$ cat config.mk
export PLATFORM = sky130hd
export DESIGN_NAME = shot_arbiter
export DESIGN_NICKNAME = d
export VERILOG_FILES = /design/src/rtl/shot_arbiter.sv
export SDC_FILE = /design/constraint.sdc
export NUM_CORES = 1
export LEC_CHECK = 0
export BUFFER_PORTS_ARGS = -buffer_cell sky130_fd_sc_hd__buf_2
export CAP_MARGIN = 15
export CORE_MARGIN = 4
export CORE_UTILIZATION = 28
export CTS_CLUSTER_SIZE = 40
export DETAILED_ROUTE_END_ITERATION = 10
export PLACE_DENSITY = 0.57
export REMOVE_ABC_BUFFERS = 1
export SYNTH_ARGS = -nofsm -noshare
export SYNTH_HDL_FRONTEND = slang
export SYNTH_SLANG_ARGS = --single-unit
$ cat constraint.sdc
create_clock -name clk -period 2 [get_ports clk]
set_input_delay 0.5 -clock clk [delete_from_list [all_inputs] [get_ports clk]]
set_output_delay 0.5 -clock clk [all_outputs]
set_load 0.05 [all_outputs]
$ cat src/rtl/shot_arbiter.sv
// shot_arbiter: shares one submarine engine between two players.
// Ports: clk, rstn (async low); p0/p1 req/x/y in, p0/p1 ack out;
//   eng_cord_valid/eng_x/eng_y out, eng_busy/hit/sink/done in;
//   resp_valid/player/hit/sink/reject out; turn, p0/p1_sinks,
//   game_over, winner, err_timeout out.
// Optional macro DUP_FILTER_EN: per-player duplicate shot filter.
module shot_arbiter #(
  parameter int WIDTH        = 6,
  parameter int STRICT_TURNS = 1,
  parameter int RESP_TIMEOUT = 64
) (
  input  logic       clk,
  input  logic       rstn,
  input  logic       p0_req,
  input  logic       p1_req,
  input  logic [2:0] p0_x,
  input  logic [2:0] p0_y,
  input  logic [2:0] p1_x,
  input  logic [2:0] p1_y,
  output logic       p0_ack,
  output logic       p1_ack,
  output logic       eng_cord_valid,
  output logic [2:0] eng_x,
  output logic [2:0] eng_y,
  input  logic       eng_busy,
  input  logic       eng_hit,
  input  logic       eng_sink,
  input  logic       eng_done,
  output logic       resp_valid,
  output logic       resp_player,
  output logic       resp_hit,
  output logic       resp_sink,
  output logic       resp_reject,
  output logic       turn,
  output logic [2:0] p0_sinks,
  output logic [2:0] p1_sinks,
  output logic       game_over,
  output logic       winner,
  output logic       err_timeout
);

  localparam int TW = $clog2(RESP_TIMEOUT + 1);
  localparam logic [3:0] WLIM = 4'(WIDTH);

  typedef enum logic [2:0] {
    IDLE, ISSUE, WAIT_BUSY, WAIT_DONE, REPORT, OVER
  } st_t;

  st_t st_q;
  logic          ack0_q, ack1_q;
  logic          cv_q;
  logic [2:0]    ex_q, ey_q;
  logic          rv_q, rp_q, rh_q, rs_q, rr_q;
  logic          turn_q;
  logic [2:0]    s0_q, s1_q;
  logic          over_q, win_q, tmo_q;
  logic          gp_q, done_q;
  logic [TW-1:0] cnt_q;

  logic       r0, r1, t_req, o_req, rr_en;
  logic       grant, gsel, legal, dup, reject;
  logic [2:0] gx, gy;
  logic       inc0, inc1, win_d;
  logic [2:0] s0_d, s1_d;
  logic       leave, tmo_hit;

  // A request is masked while its ack is visible: the player
  // only drops req after seeing the ack.
  assign r0    = p0_req & ~ack0_q;
  assign r1    = p1_req & ~ack1_q;
  assign t_req = turn_q ? r1 : r0;
  assign o_req = turn_q ? r0 : r1;
  assign rr_en = (STRICT_TURNS == 0);
  assign grant = t_req | (rr_en & o_req);
  assign gsel  = t_req ? turn_q : ~turn_q;
  assign gx    = gsel ? p1_x : p0_x;
  assign gy    = gsel ? p1_y : p0_y;
  assign legal = ({1'b0, gx} < WLIM) & ({1'b0, gy} < WLIM);

`ifdef DUP_FILTER_EN
  localparam int CELLS = WIDTH * WIDTH;
  localparam int IW    = $clog2(CELLS);
  logic [CELLS-1:0] map0_q, map1_q;
  logic [IW-1:0]    idx;
  assign idx = IW'(gx) * IW'(WIDTH) + IW'(gy);
  assign dup = legal & (gsel ? map1_q[idx] : map0_q[idx]);
`else
  assign dup = 1'b0;
`endif

  assign reject = ~legal | dup;

  assign inc0  = eng_sink & ~gp_q & (s0_q != 3'd7);
  assign inc1  = eng_sink & gp_q & (s1_q != 3'd7);
  assign s0_d  = s0_q + {2'b00, inc0};
  assign s1_d  = s1_q + {2'b00, inc1};
  // Tie goes to the player who fired the final shot.
  assign win_d = (s1_d > s0_d) | ((s1_d == s0_d) & gp_q);

  assign leave   = (st_q == WAIT_DONE) & ~eng_busy;
  assign tmo_hit = (cnt_q == TW'(RESP_TIMEOUT - 1));

  always_ff @(posedge clk or negedge rstn) begin
    if (!rstn) begin
      st_q   <= IDLE;
      ack0_q <= 1'b0;
      ack1_q <= 1'b0;
      cv_q   <= 1'b0;
      ex_q   <= '0;
      ey_q   <= '0;
      rv_q   <= 1'b0;
      rp_q   <= 1'b0;
      rh_q   <= 1'b0;
      rs_q   <= 1'b0;
      rr_q   <= 1'b0;
      turn_q <= 1'b0;
      s0_q   <= '0;
      s1_q   <= '0;
      over_q <= 1'b0;
      win_q  <= 1'b0;
      tmo_q  <= 1'b0;
      gp_q   <= 1'b0;
      done_q <= 1'b0;
      cnt_q  <= '0;
`ifdef DUP_FILTER_EN
      map0_q <= '0;
      map1_q <= '0;
`endif
    end else begin
      ack0_q <= 1'b0;
      ack1_q <= 1'b0;
      cv_q   <= 1'b0;
      rv_q   <= 1'b0;
      rh_q   <= 1'b0;
      rs_q   <= 1'b0;
      rr_q   <= 1'b0;
      unique case (st_q)
        IDLE: begin
          if (grant) begin
            ack0_q <= ~gsel;
            ack1_q <= gsel;
            if (reject) begin
              rv_q <= 1'b1;
              rr_q <= 1'b1;
              rp_q <= gsel;
            end else begin
              ex_q <= gx;
              ey_q <= gy;
              gp_q <= gsel;
              st_q <= ISSUE;
`ifdef DUP_FILTER_EN
              if (gsel) map1_q[idx] <= 1'b1;
              else      map0_q[idx] <= 1'b1;
`endif
            end
          end
        end
        ISSUE: begin
          if (!eng_busy) begin
            cv_q  <= 1'b1;
            cnt_q <= '0;
            st_q  <= WAIT_BUSY;
          end
        end
        WAIT_BUSY, WAIT_DONE: begin
          if (leave) begin
            rv_q   <= 1'b1;
            rp_q   <= gp_q;
            rh_q   <= eng_hit;
            rs_q   <= eng_sink;
            s0_q   <= s0_d;
            s1_q   <= s1_d;
            turn_q <= ~gp_q;
            done_q <= eng_done;
            if (eng_done) begin
              over_q <= 1'b1;
              win_q  <= win_d;
            end
            st_q <= REPORT;
          end else if (tmo_hit) begin
            tmo_q  <= 1'b1;
            over_q <= 1'b1;
            st_q   <= OVER;
          end else begin
            cnt_q <= cnt_q + 1'b1;
            if (st_q == WAIT_BUSY && eng_busy)
              st_q <= WAIT_DONE;
          end
        end
        REPORT: st_q <= done_q ? OVER : IDLE;
        OVER:   st_q <= OVER;
        default: st_q <= IDLE;
      endcase
    end
  end

  assign p0_ack         = ack0_q;
  assign p1_ack         = ack1_q;
  assign eng_cord_valid = cv_q;
  assign eng_x          = ex_q;
  assign eng_y          = ey_q;
  assign resp_valid     = rv_q;
  assign resp_player    = rp_q;
  assign resp_hit       = rh_q;
  assign resp_sink      = rs_q;
  assign resp_reject    = rr_q;
  assign turn           = turn_q;
  assign p0_sinks       = s0_q;
  assign p1_sinks       = s1_q;
  assign game_over      = over_q;
  assign winner         = win_q;
  assign err_timeout    = tmo_q;

endmodule

==> results.cfg <==
[placement]
dp.cells = 315
dpl_worst_slack_ns = -0.248
place.gp.congestion = 0.812
hpwl_um = 3520
port_buffers = 43

[cts]
cts_hold_buf = 0
htreeDepth = 2
cts_tree = yes
cts_buffers = 5
clk_latency_ns = 0.29
root_buffer = clkbuf_8
path_clk_slew_ns = 0.08
clock-sinks = 36
clockBufferDepth = 2

[critical_path]
slowest_delay_ns = 0.42
critical_path_class = register to register
r2r_start = turn
worst-path-buf-inv = 2
cp_common_cell = nor2_2
critical_path.startpoint = turn
critPathArrivalTime_ns = 2.15
critPathCaptureType = register
path_delay_family = compound AO/OA/AOI/OAI gates
cp_slowest_cell = dfrtp_1
path_cells = nor2_2 -> a32oi_2 -> inv_2 -> ha_4 -> a221oi_4 -> a21oi_2 -> nor2_2 -> buf_4 -> mux2_2
crit_required_ns = 2.18
cp-start-kind = register
crit_path_max_fanout = 4

[power]
p_switching_uw = 2080
power.share.clock_pct = 13.7
p_sw_share_pct = 45.0
finalPower_uw = 4620
comb_power_share_pct = 60.1
p_leak_uw = 0.00123
p_per_area_mw_per_mm2 = 1780
internal-power_uw = 2540
ir_worst_vdd_mv = 0.664
seqPwrFrac_pct = 26.2

[logic_synthesis]
ys_seq_area_share_pct = 46.8
yosys_warnings = 0
synth_area_mm2 = 0.00193
ys_seq_elements = 36
synthCells = 179
ys_types = 45
synth_edf_count = 0
syn_avg_cell_area_um2 = 10.8
async_flop_share_pct = 100
synthFlopType = dfrtp_1

[global_route]
overflow = 0
grt_start_max_net_pins = 22
antenna_found_initial = 0
grt_pass1_wl_um = 7770
grt_pass1_vias = 1600
track_usage_pct = 11.5

[sta]
finalHoldViolCount = 0
final-max-slew-violation-count = 0
skew_ns = 0.00762
fmax_mhz = 507
setup_slack_ns = 0.0283
rsz0062_at_grt = true
holdWs_ns = 0.131
finalCritPeriodShare_pct = 98.6
relSlewSlack_pct = 73.6
fin_crit_ns = 1.97
finalSetupViolCount = 0
tightest_slew_ns = 0.397

[die]
num_rows = 29
core-area_mm2 = 0.00653
dieArea_mm2 = 0.00827
start_util_pct = 29.5
die_h_um = 91.0
boundaryPins = 44
dieWidth_um = 91.0

[finish]
diodes = 0
area_delta_synth_final_pct = 34.5
n_fill_cell = 652
instances_no_fill = 323
final_util_pct = 39.7
nets = 275
drive_gt1_share_pct = 47.6

[status]
outcome = complete, no violations

[drt]
routed_wl_um = 4680
drtIter0Drc = 83
vias = 1584
wl_per_cell_um = 14.5
drc = 0
final_antenna_net_count = 0
dr.pass1.iters = 4
viasPerCell = 4.90

[job]
max_cap_viol_count = 0

[min_path]
min_path_type = primary input to asynchronous set/reset pin
==> state kept, by name (all words and copies together), names as in the netlist, 3 cells and up <==
signal and count:
cnt_q 7, eng_x 3, eng_y 3, p0_sinks 3, p1_sinks 3, st_q 3
==> power groups by stage <==
stage / clock network [µW] / registers, µW / logic (µW)
after detailed placement: 0 / 1210 / 2520
after global routing: 683 / 1240 / 3020
final: 632 / 1210 / 2780
after floorplan: 0 / 1820 / 1070
after global placement: 0 / 1210 / 2490
after CTS: 652 / 1210 / 2570
==> Yosys cell counts, types with 4 or more instances <==
cell type,count,area share [%]
ha_1,10,6.5
a21oi_1,11,2.9
mux2_2,17,9.9
nor2_1,10,1.9
nor3_1,6,1.6
nand2b_1,4,1.3
nand2_1,12,2.3
o21ai_0,6,1.6
dfrtp_1,36,47
inv_1,9,1.8
o22ai_1,4,1.3
nor2b_1,4,1.3
==> per-stage QoR <==
stage	TNS [ns]	instance area, µm²
after CTS	0	2500
final	0	2590
after detailed placement	-2.35	2380
after global placement	-2.13	2380
after floorplan	-5.32	1880
after global routing	-0.869	2590
==> metal layers <==
metal  routed length, µm  global-route usage [%]  vias to the layer above  part of all wire, %
met1                2200                    15.8                      761                   47
met2                2160                    17.4                       41                   46
met5                   0                       0                        -                    0
li1                    -                       -                      775                    -
met3                 238                    3.64                        7                  5.1
met4                  76                    3.52                        0                  1.6
==> cell type report <==
cell class	count	area, µm²	share of cell area, %
multi-input combinational	127	1050	40.5
sequential	36	901	34.7
timing repair buffer	66	400	15.4
tap	77	96.3	3.72
clock buffer	6	72.6	2.80
inverter	9	36.3	1.40
clock inverter	2	35.0	1.35
==> placed cells by master, fill, tap and decap left out, types with 2 or more instances in the layout <==
cell      count
nor3_1        6
and3_1        3
inv_1         6
buf_2        43
a211oi_1      2
ha_2          2
ha_1          3
xnor2_1       2
mux2_2       17
buf_4        22
inv_2         2
o21ai_1       3
nand2b_1      3
a21oi_2       3
nand2_1      12
dfrtp_1      36
nor2_1        9
a21oi_1      10
a22oi_1       3
ha_4          5
clkbuf_8      5
nor2_2        3
mux2i_1       2
and2_1        3
o21ai_0       5
o22ai_1       4
nor2b_1       4
a31oi_1       2
==> kinds of logic (layout without fill, tap and decap cells) <==
| logic type | count (synthesis) | in the layout | synth area share (%) |
|---|---|---|---|
| AO/OA/AOI/OAI | 42 | 42 | 15.2 |
| XOR/XNOR | 4 | 4 | 1.82 |
| adder cells (fa/ha/maj) | 10 | 10 | 6.49 |
| buffers and inverters | 16 | 83 | 4.22 |
| flip-flops | 36 | 36 | 46.8 |
| multiplexers | 19 | 19 | 11.0 |
| AND/OR/NAND/NOR | 52 | 52 | 14.5 |
==> repair_timing <==
item / CTS / global route
pin swaps: 1 / 16
gates resized for setup: 4 / 16
setup endpoints to repair: 9 / 10
buffers inserted: 0 / 0
==> final timing paths <==
check | endpoint | slack, ns | cells past startpoint
hold reg to reg | game_over | 0.46 | 1
setup reg to reg | eng_y[0] | 0.03 | 9
max in group asynchronous | p1_sinks[0] | 1.43 | 2
hold / removal | cnt_q[4] | 0.13 | 1
setup / recovery | eng_y[0] | 0.03 | 9
min in group clk | resp_hit | 0.42 | 2
No activity file was read; power rests on OpenSTA's default activity.
